## config.mk

```make
export PLATFORM = sky130hd
export DESIGN_NAME = signal_generator
export DESIGN_NICKNAME = d
export VERILOG_FILES = /design/src/rtl/signal_generator.sv
export SDC_FILE = /design/constraint.sdc
export NUM_CORES = 1
export LEC_CHECK = 0
export ABC_CLOCK_PERIOD_IN_PS = 6500
export CORE_MARGIN = 2
export CORE_UTILIZATION = 64
export DETAILED_ROUTE_END_ITERATION = 6
export PLACE_DENSITY_LB_ADDON = 0.2
export SYNTH_ARGS = -nofsm -noshare
export SYNTH_HDL_FRONTEND = slang
export SYNTH_SLANG_ARGS = --single-unit
```

## constraint.sdc

```tcl
create_clock -name clk -period 6.5 [get_ports clk]
set_input_delay 1.3 -clock clk [delete_from_list [all_inputs] [get_ports clk]]
set_output_delay 1.3 -clock clk [all_outputs]
set_load 0.05 [all_outputs]
```

## src/rtl/signal_generator.sv

```systemverilog
// Programmable square-wave source: emits exactly N rising edges per window of
// UPDATE_PERIOD+1 cycles, N loaded as two BCD digits.
module signal_generator #(
    parameter int UPDATE_PERIOD = 1200,
    parameter int BITS          = 12
) (
    input  logic       clk,
    input  logic       reset,
    input  logic       load,
    input  logic [3:0] ten_count,
    input  logic [3:0] unit_count,
    output logic       signal,
    output logic       busy,
    output logic       window_done
);

    typedef enum logic [1:0] {IDLE, CONVERT, DIVIDE, RUN} state_t;

    localparam logic [BITS-1:0] LAST_WC   = BITS'(UPDATE_PERIOD);
    localparam logic [BITS:0]   REM_START = (BITS+1)'(UPDATE_PERIOD);

    state_t          state_q;
    logic [3:0]      tens_left_q;
    logic [3:0]      units_q;
    logic [6:0]      target_q;
    logic [BITS:0]   rem_q;
    logic [BITS-1:0] half_q;
    logic [BITS-1:0] wc_q;
    logic [BITS-1:0] pc_q;
    logic [6:0]      edges_q;
    logic            signal_q;
    logic            busy_q;
    logic            window_done_q;

    logic [3:0]      tens_clamped;
    logic [3:0]      units_clamped;
    logic [BITS:0]   two_target;
    logic [BITS:0]   period_last;
    logic [BITS-1:0] wc_d;
    logic [BITS-1:0] pc_inc;
    logic            wc_wrap;
    logic            pc_wrap;

    always_comb begin
        tens_clamped  = (ten_count  > 4'd9) ? 4'd9 : ten_count;
        units_clamped = (unit_count > 4'd9) ? 4'd9 : unit_count;
        two_target    = {{(BITS-7){1'b0}}, target_q, 1'b0};
        period_last   = {half_q, 1'b0} - (BITS+1)'(1);
        wc_wrap       = (wc_q == LAST_WC);
        wc_d          = wc_wrap ? '0 : wc_q + BITS'(1);
        pc_inc        = pc_q + BITS'(1);
        pc_wrap       = ({1'b0, pc_q} == period_last);
    end

    // load outranks every state; each branch below is one state's per-cycle step
    always_ff @(posedge clk or posedge reset) begin
        if (reset) begin
            state_q       <= IDLE;
            tens_left_q   <= '0;
            units_q       <= '0;
            target_q      <= '0;
            rem_q         <= '0;
            half_q        <= '0;
            wc_q          <= '0;
            pc_q          <= '0;
            edges_q       <= '0;
            signal_q      <= 1'b0;
            busy_q        <= 1'b0;
            window_done_q <= 1'b0;
        end else if (load) begin
            state_q       <= CONVERT;
            tens_left_q   <= tens_clamped;
            units_q       <= units_clamped;
            target_q      <= '0;
            signal_q      <= 1'b0;
            busy_q        <= 1'b1;
            window_done_q <= 1'b0;
        end else begin
            case (state_q)
                CONVERT: begin
                    if (tens_left_q != 4'd0) begin
                        target_q    <= target_q + 7'd10;
                        tens_left_q <= tens_left_q - 4'd1;
                    end else begin
                        target_q <= target_q + {3'b000, units_q};
                        rem_q    <= REM_START;
                        half_q   <= '0;
                        state_q  <= DIVIDE;
                    end
                end
                DIVIDE: begin
                    if (target_q == 7'd0) begin
                        state_q  <= IDLE;
                        busy_q   <= 1'b0;
                        signal_q <= 1'b0;
                    end else if (rem_q >= two_target) begin
                        rem_q  <= rem_q - two_target;
                        half_q <= half_q + BITS'(1);
                    end else begin
                        state_q       <= RUN;
                        busy_q        <= 1'b0;
                        wc_q          <= '0;
                        pc_q          <= '0;
                        edges_q       <= 7'd1;
                        signal_q      <= 1'b1;
                        window_done_q <= 1'b0;
                    end
                end
                RUN: begin
                    wc_q          <= wc_d;
                    window_done_q <= (wc_d == LAST_WC);
                    if (wc_wrap) begin
                        pc_q     <= '0;
                        edges_q  <= 7'd1;
                        signal_q <= 1'b1;
                    end else if (pc_wrap) begin
                        pc_q <= '0;
                        // once N pulses have started, the rest of the window stays low
                        if (edges_q < target_q) begin
                            edges_q  <= edges_q + 7'd1;
                            signal_q <= 1'b1;
                        end else begin
                            signal_q <= 1'b0;
                        end
                    end else begin
                        pc_q <= pc_inc;
                        if (pc_inc == half_q) begin
                            signal_q <= 1'b0;
                        end
                    end
                end
                default: begin
                    signal_q      <= 1'b0;
                    busy_q        <= 1'b0;
                    window_done_q <= 1'b0;
                end
            endcase
        end
    end

    assign signal      = signal_q;
    assign busy        = busy_q;
    assign window_done = window_done_q;

endmodule

```

==> results by group, run 1 <==
Global routing
  • Grt met3 use: 0.0431
  • Largest net degree at the start of global routing: 76
  • Initial antenna violation count: 0
  • Global-route wire length before repair: around 21 mm
  • Most used routing layer: met2
  • GRT met1 Usage: 0.371
  • Vias in the first global route: 4,510
  • GRT Residual Overflow: 0
  • Total Routing Usage GR: 0.287
  • Met2 Use GR: 0.487

Route
  • Routed vias/inst: about 6.3
  • DRT antenna net count: 0
  • First drt pass iteration count: 4
  • Residual DRC: 0
  • Initial DRC Count: roughly 290
  • Vias: about 4,700
  • Wire per inst: 16.3 µm
  • Routed wire length: around 12 mm

Layout
  • Multi-input logic area: between 3000 and 4000 µm²
  • Synth-to-Final Area Change: 6.62%
  • Antenna Cells: 0
  • Layout cells sized above 1: 0.0612
  • Nets@finish: about 670
  • Cell Count, Final, Fillers Out: between 700 and 800
  • Reg area: around 1900 µm²
  • Util after Layout: 0.707
  • Fillers: around 630

Placement
  • DP Wirelength: about 8.5 mm
  • Pre-CTS setup slack: ~2.8 ns
  • Gpl congestion: 0.901
  • # placed instances: 727
  • Port-buffer cells: 13

Power
  • Combinational share of power: 0.429
  • VDD IR max: around 270 µV
  • Switching share of total power: 0.403
  • PwrDens: around 320 nW/µm²
  • Switching Power: around 0.75 mW
  • Internal power: 1.11 mW
  • Clock group share of total power: 0.233
  • P_leak: about 2.4 nW
  • Share of power burned in registers: 0.339

Clock network
  • Hold bufs inserted after CTS: 0
  • Clock Path Buffers: 2
  • Clock-pin slew on the worst setup and hold paths: ~0.080 ns
  • PostCTS Resize Cnt: 0
  • CTS tree: yes
  • Total CTS buffers: 9
  • Setup Buffers After CTS: 0
  • CTS sink cnt: between 70 and 80
  • H-Tree Depth: 3
  • Root buffer cell: clkbuf_8
  • Later-pin clock latency in the skew report: about 0.36 ns

Floorplanning
  • Row count: 33
  • Initial Util: 0.663
  • Die H: between 90 and 100 µm
  • Ports: 14
  • Die X: ~96 µm
  • Die area: just over 9000 µm²
  • Core Region: between 8000 and 9000 µm²

Logic synthesis
  • Most common flop cell mapped by yosys: dfrtp_1
  • Avg Inst Size Synth: about 8.4 µm²
  • Cell variety after synth: 67
  • Synth Instances: 645
  • Number of synthesized register bits: 75
  • Yosys warning count: 0
  • Number of synthesized flops with an enable pin: 0
  • Post-Syn Nets: approximately 690
  • Sequential-to-total area share from yosys stat: 0.345
  • Area of the mapped netlist: around 5400 µm²
  • Synth async-reset ratio: 1.00

Status
  • Status: finished clean

Setup path
  • RR Startpoint: half_q[0]$_DFFE_PP0P_
  • Crit-path max cell delay: around 0.66 ns
  • Crit Path Max Fanout: 13
  • Crit path from: half_q[0]$_DFFE_PP0P_
  • CP endpoint kind: flop
  • Worst path required time: roughly 6.7 ns
  • WP data arrival: roughly 4.0 ns
  • CP Cell Sequence: inv_1 > ha_1 > nor4b_4 > mux2_2 > o311ai_0 > a22oi_1 > o31ai_2 > a31oi_1 > a2111oi_0 > nor3b_1
  • CP Class: reg2reg
  • Crit path max-delay cell type: o31ai_2
  • CP Launch Type: flop

Timing
  • Final Critical Period: around 3.8 ns
  • Worst-margin pin slew: 0.961 ns
  • Slew HR: 0.360
  • Endpoints failing hold: 0
  • Tcrit/Tclk final: 0.585
  • Setup Skew: between 0.008 and 0.009 ns
  • F_max: approximately 260 MHz
  • Slew Viols, Final: 0
  • Final worst hold slack: approximately 0.49 ns
  • RSZ-0062 raised after global routing: false
  • Post-layout worst setup margin: ~2.7 ns
  • Setup TNS: 0 ns
  • Final setup violation count: 0

Job
  • MaxCap Viol Count: 0

Hold path
  • HP Start: rem_q[1]$_DFFE_PP0P_
  • Min-Delay Path Class: reg2reg
[through the flow]
| stage | area (µm²) | total power, mW |
|---|---|---|
| floorplan | 5450 | 1.25 |
| global placement | 5580 | 1.39 |
| detailed placement | 5580 | 1.43 |
| CTS | 5810 | 1.86 |
| global route | 5810 | 1.99 |
| finish | 5810 | 1.87 |
[final timing paths]
check                                               to  slack (ns)  cells past startpoint
worst min-delay path              rem_q[1]$_DFFE_PP0P_        0.49                      2
max in group asynchronous          pc_q[6]$_DFFE_PP0P_        4.32                      3
min in group asynchronous       half_q[10]$_DFFE_PP0P_        1.52                      3
worst max register to register      signal$_DFFE_PP0P_        2.70                     10
worst max-delay path                signal$_DFFE_PP0P_        2.70                     10
worst min register to register    rem_q[1]$_DFFE_PP0P_        0.49                      2
[synthesized netlist by cell type, drive strengths merged, types with 5 or more instances]
cell | number | area (µm²)
a211oi | 6 | 57.6
a21o | 6 | 45.0
a21oi | 21 | 109
a31oi | 8 | 50.1
and2 | 7 | 43.8
and3 | 11 | 68.8
buf | 10 | 51.3
clkbuf | 29 | 109
dfrtp | 75 | 1880
ha | 28 | 350
inv | 32 | 120
mux2i | 8 | 80.1
nand2 | 66 | 248
nand2b | 14 | 87.6
nand3 | 29 | 145
nand4 | 17 | 106
nor2 | 51 | 194
nor2b | 5 | 31.3
nor3 | 20 | 100
nor4 | 12 | 96.3
o211ai | 7 | 52.6
o21a | 5 | 37.5
o21ai | 55 | 279
o31ai | 10 | 80.1
or3 | 5 | 41.3
xnor2 | 36 | 315
xor2 | 17 | 149
[cell families (layout without fill, tap and decap cells)]
logic type | count (synthesis) | count (layout) | synth area share
AOI/OAI and AO/OA | 149 | 149 | 0.182
xor gates and xnor gates | 53 | 53 | 0.0852
adders and majority gates | 30 | 30 | 0.0717
buffers and inverters | 71 | 63 | 0.0515
DFF | 75 | 75 | 0.345
muxes | 12 | 12 | 0.0230
and+or+nand+nor | 255 | 255 | 0.242
[cell type report]
cell class                      instances  area share
Inverter                               32      0.0207
Clock buffer                           10      0.0220
Multi-Input combinational cell        499       0.567
Tap cell                              105      0.0226
Clock inverter                          5      0.0177
Timing Repair Buffer                   16      0.0263
Sequential cell                        75       0.323
[power groups by stage]
stage / Sequential [mW] / Clock [mW] / Combinational (mW)
after detailed placement: 0.637 / 0 / 0.791
after CTS: 0.629 / 0.437 / 0.798
final: 0.632 / 0.434 / 0.799
after floorplan: 0.621 / 0 / 0.625
after global routing: 0.643 / 0.455 / 0.896
after global placement: 0.632 / 0 / 0.760
[metal layers]
metal	wire length [µm]	vias to the layer above	share of wire
met5	0	-	0
li1	-	2269	-
met2	6020	87	0.50
met4	201	0	0.017
met3	375	19	0.031
met1	5520	2281	0.46
[critical path, delay by kind of cell (launching register included)]
family | cells | cell delay, ns
flip-flops | 1 | 0.48
buffers and inverters | 1 | 0.10
AND/OR/NAND/NOR | 2 | 0.61
adder cells (fa/ha/maj) | 1 | 0.32
multiplexers | 1 | 0.39
AO/OA/AOI/OAI | 5 | 1.78
[placed cells by master (no fill, tap or decap), types with 6 or more instances in the layout]
master	count
a21o_1	6
a21oi_1	20
a31oi_1	8
and2_1	7
and3_1	11
clkbuf_8	9
clkdlybuf4s50_1	13
dfrtp_1	75
ha_1	28
inv_1	31
mux2i_1	8
nand2_1	66
nand2b_1	14
nand3_1	29
nand4_1	17
nor2_1	50
nor3_1	20
nor4_1	10
o211ai_1	7
o21ai_0	54
o31ai_1	9
xnor2_1	36
xor2_1	17
[state kept, by name, indices dropped and copies added (netlist names)]
signal,count
half_q,12
pc_q,12
rem_q,12
wc_q,12
edges_q,7
target_q,7
tens_left_q,4
units_q,4
state_q,2
busy,1
signal,1
window_done,1
(Power assumes the default switching activity.)
==> run 2, diff against run 1 <==
ABC_CLOCK_PERIOD_IN_PS = 3100   (was 6500)
CORE_UTILIZATION = 57   (was 64)
clock period = 3.1 ns   (was 6.5 ns; I/O delays follow)
==> run 2 against run 1 <==
Count of clock-buffer cells in the layout unchanged. Global-route usage down 2.3 points. Via count up 1.0%. Cell area up 3.4%. Non-clock buffer count up 23. Power up 110%. Critical path depth down 1. Fmax up 27%. Flip-flop and latch count unchanged. First-iteration DRC count down 7.3%. Combinational power up 120%. Largest power group unchanged. Highest routed layer unchanged.
==> results by group, run 2 (synthesized netlist as in run 1, its figures left out) <==
Layout
  • Cell Count, Final, Fillers Out: 790 (+6.5%)
  • Fin area: 6000 µm² (+3.4%)
  • Nets@finish: 697 (+3.4%)
  • Commonest non-fill, non-tap cells in the layout: dfrtp_1, nand2_1, o21ai_0
  • Fillers: 771 (+22%)
  • Util after Layout: 0.650 (-0.0570)
  • Synth-to-Final Area Change: 10.2%
  • Layout cells sized above 1: 0.0998 (+0.0386)
  • Most common cell after layout, fill and taps aside: dfrtp_1
  • Antenna Cells: 0 (unchanged)

Placement
  • # placed instances: 774 (+6.5%)
  • Placed instance area: 5790 µm² (+3.9%)
  • Pre-CTS setup slack: 0.0153 ns (-2.75 ns)
  • DP Wirelength: 9.21 mm (+8.3%)
  • Port-buffer cells: 13 (unchanged)
  • Gpl congestion: 0.902 (+0.11%)

Clock network
  • Clock Path Buffers: 2 (unchanged)
  • CTS sink cnt: 75 (unchanged)
  • Total CTS buffers: 9 (unchanged)
  • Root buffer cell: clkbuf_8
  • CTS tree: yes
  • Clock-pin slew on the worst setup and hold paths: 0.08 ns (about the same)
  • Setup Buffers After CTS: 0 (unchanged)
  • H-Tree Depth: 3 (unchanged)
  • Later-pin clock latency in the skew report: 0.35 ns (about the same)

Global routing
  • GRT Residual Overflow: 0 (unchanged)
  • Initial antenna violation count: 0 (unchanged)
  • Vias in the first global route: 4,607 (+2.2%)
  • Global-route wire length before repair: 21.8 mm (+4.4%)
  • Largest net degree at the start of global routing: 76 (unchanged)
  • Total Routing Usage GR: 0.264 (-0.0232)

Setup path
  • RR Startpoint: target_q[6]$_DFFE_PP0P_
  • WP data arrival: 3.24 ns (-0.80 ns)
  • CP Cell Sequence: inv_1 > ha_1 > or3_4 > or3_1 > or3_4 > a211oi_4 > o21ai_4 > or2_4 > o41ai_2
  • Reg2reg setup slack: 0.11 ns (-2.59 ns)
  • CP Launch Type: flop
  • Reg-to-reg endpoint: pc_q[7]$_DFFE_PP0P_
  • Crit-path max cell delay: 0.41 ns (-0.25 ns)
  • Crit path max-delay cell type: or3_4
  • Crit Path Max Fanout: 10 (-3)
  • CP Class: reg2reg
  • R2R depth: 9 (-1)
  • CP endpoint kind: flop
  • Worst path required time: 3.35 ns (-3.39 ns)
  • Critical Path Most Common Cell: or3_4
  • Worst path bufs/invs: 1 (unchanged)
  • Crit path max-delay family: simple AND/OR/NAND/NOR gates

Route
  • Routed vias/inst: 5.95 (-5.1%)
  • Vias: 4,703 (+1.0%)
  • Wire per inst: 16.1 µm (-1.1%)
  • DRT antenna net count: 0 (unchanged)
  • Initial DRC Count: 266 (-7.3%)
  • Routed wire length: 12.7 mm (+5.3%)
  • First drt pass iteration count: 5 (+1)
  • Residual DRC: 0 (unchanged)

Power
  • Final Power: 3.84 mW (+110%)
  • PwrDens: 640 nW/µm² (+99%)
  • P_leak: 2.54 nW (+4.1%)
  • VDD IR max: 452 µV (+67%)

Floorplanning
  • Initial Util: 0.589 (-0.0734)
  • Row count: 35 (+6.1%)
  • Die H: 102 µm (+5.7%)
  • Die area: 10,400 µm² (+12%)
  • Ports: 14 (unchanged)
  • Die X: 102 µm (+5.7%)
  • Core Region: 9240 µm² (+12%)

Hold path
  • Hold Path Sink: rem_q[7]$_DFFE_PP0P_
  • HP Start: rem_q[7]$_DFFE_PP0P_
  • Worst hold stages: 2 (unchanged)
  • Min-Delay Path Class: reg2reg

Timing
  • Setup Skew: 0.0123 ns (+0.00426 ns)
  • F_max: 334 MHz (+27%)
  • Final worst hold slack: 0.485 ns (-0.000319 ns)
  • Endpoints failing hold: 0 (unchanged)
  • Post-layout worst setup margin: 0.110 ns (-2.59 ns)
  • Tcrit/Tclk final: 0.965 (+0.380)
  • Setup TNS: 0 ns (unchanged)
  • Final setup violation count: 0 (unchanged)
  • Slew Viols, Final: 0 (unchanged)
  • RSZ-0062 raised after global routing: false
  • Worst-margin pin slew: 0.615 ns (-0.346 ns)
  • Slew HR: 0.587 (+0.227)
  • Final Critical Period: 2.99 ns (-0.810 ns)

Job
  • MaxCap Viol Count: 0 (unchanged)

Status
  • Status: finished clean
run 2: cell count changes in the layout (fill, tap and decap cells not counted), sizes merged:
cell | before | now
bufinv | 3 | 1
clkinv | 1 | 2
clkinvlp | 1 | 3
buf | 3 | 26
run 2: power breakdown:
| part | internal [mW] | switching [mW] | total (mW) |
|---|---|---|---|
| Sequential | 1.13 | 0.169 | 1.30 |
| Clock | 0.372 | 0.393 | 0.765 |
| Combinational | 0.738 | 1.04 | 1.78 |
run 2: per-layer routing:
| metal | global-route usage | vias up | routed length, µm |
|---|---|---|---|
| met4 | 0.0956 | 0 | 199 |
| met3 | 0.0297 | 18 | 358 |
| met1 | 0.343 | 2259 | 5770 |
| li1 | - | 2323 | - |
| met2 | 0.454 | 103 | 6430 |
| met5 | 0 | - | 0 |
run 2: what timing repair did:
item	CTS	global route
hold buffers	0	0
setup endpoints to repair	2	7
cloned	0	0
endpoints found under the hold margin	0	0
pin swaps	0	2
gates resized for setup	1	3
run 2: tightest hold or removal path, stage by stage (launching register included):
cell,delay [ns]
dfrtp_1,0.35
nand2_1,0.05
nand2_1,0.05
run 2: how the worst max path moves through the flow:
stage / to / start / cells past startpoint
global route: edges_q[4]$_DFFE_PP0P_ / half_q[6]$_DFFE_PP0P_ / 7
detailed placement: pc_q[5]$_DFFE_PP0P_ / target_q[6]$_DFFE_PP0P_ / 9
finish: pc_q[7]$_DFFE_PP0P_ / target_q[6]$_DFFE_PP0P_ / 9
floorplan: pc_q[3]$_DFFE_PP0P_ / half_q[0]$_DFFE_PP0P_ / 13
global placement: pc_q[7]$_DFFE_PP0P_ / target_q[6]$_DFFE_PP0P_ / 9
CTS: pc_q[5]$_DFFE_PP0P_ / target_q[6]$_DFFE_PP0P_ / 9
run 2: cell type report:
class,count,area (µm²),share of cell area
well taps,129,161,0.0269
clock inverters,6,66.3,0.0110
flip-flops and latches,75,1880,0.313
multi-input cells,499,3310,0.552
repair buffers,39,338,0.0563
clock buffers,10,128,0.0213
inverters,32,120,0.0200
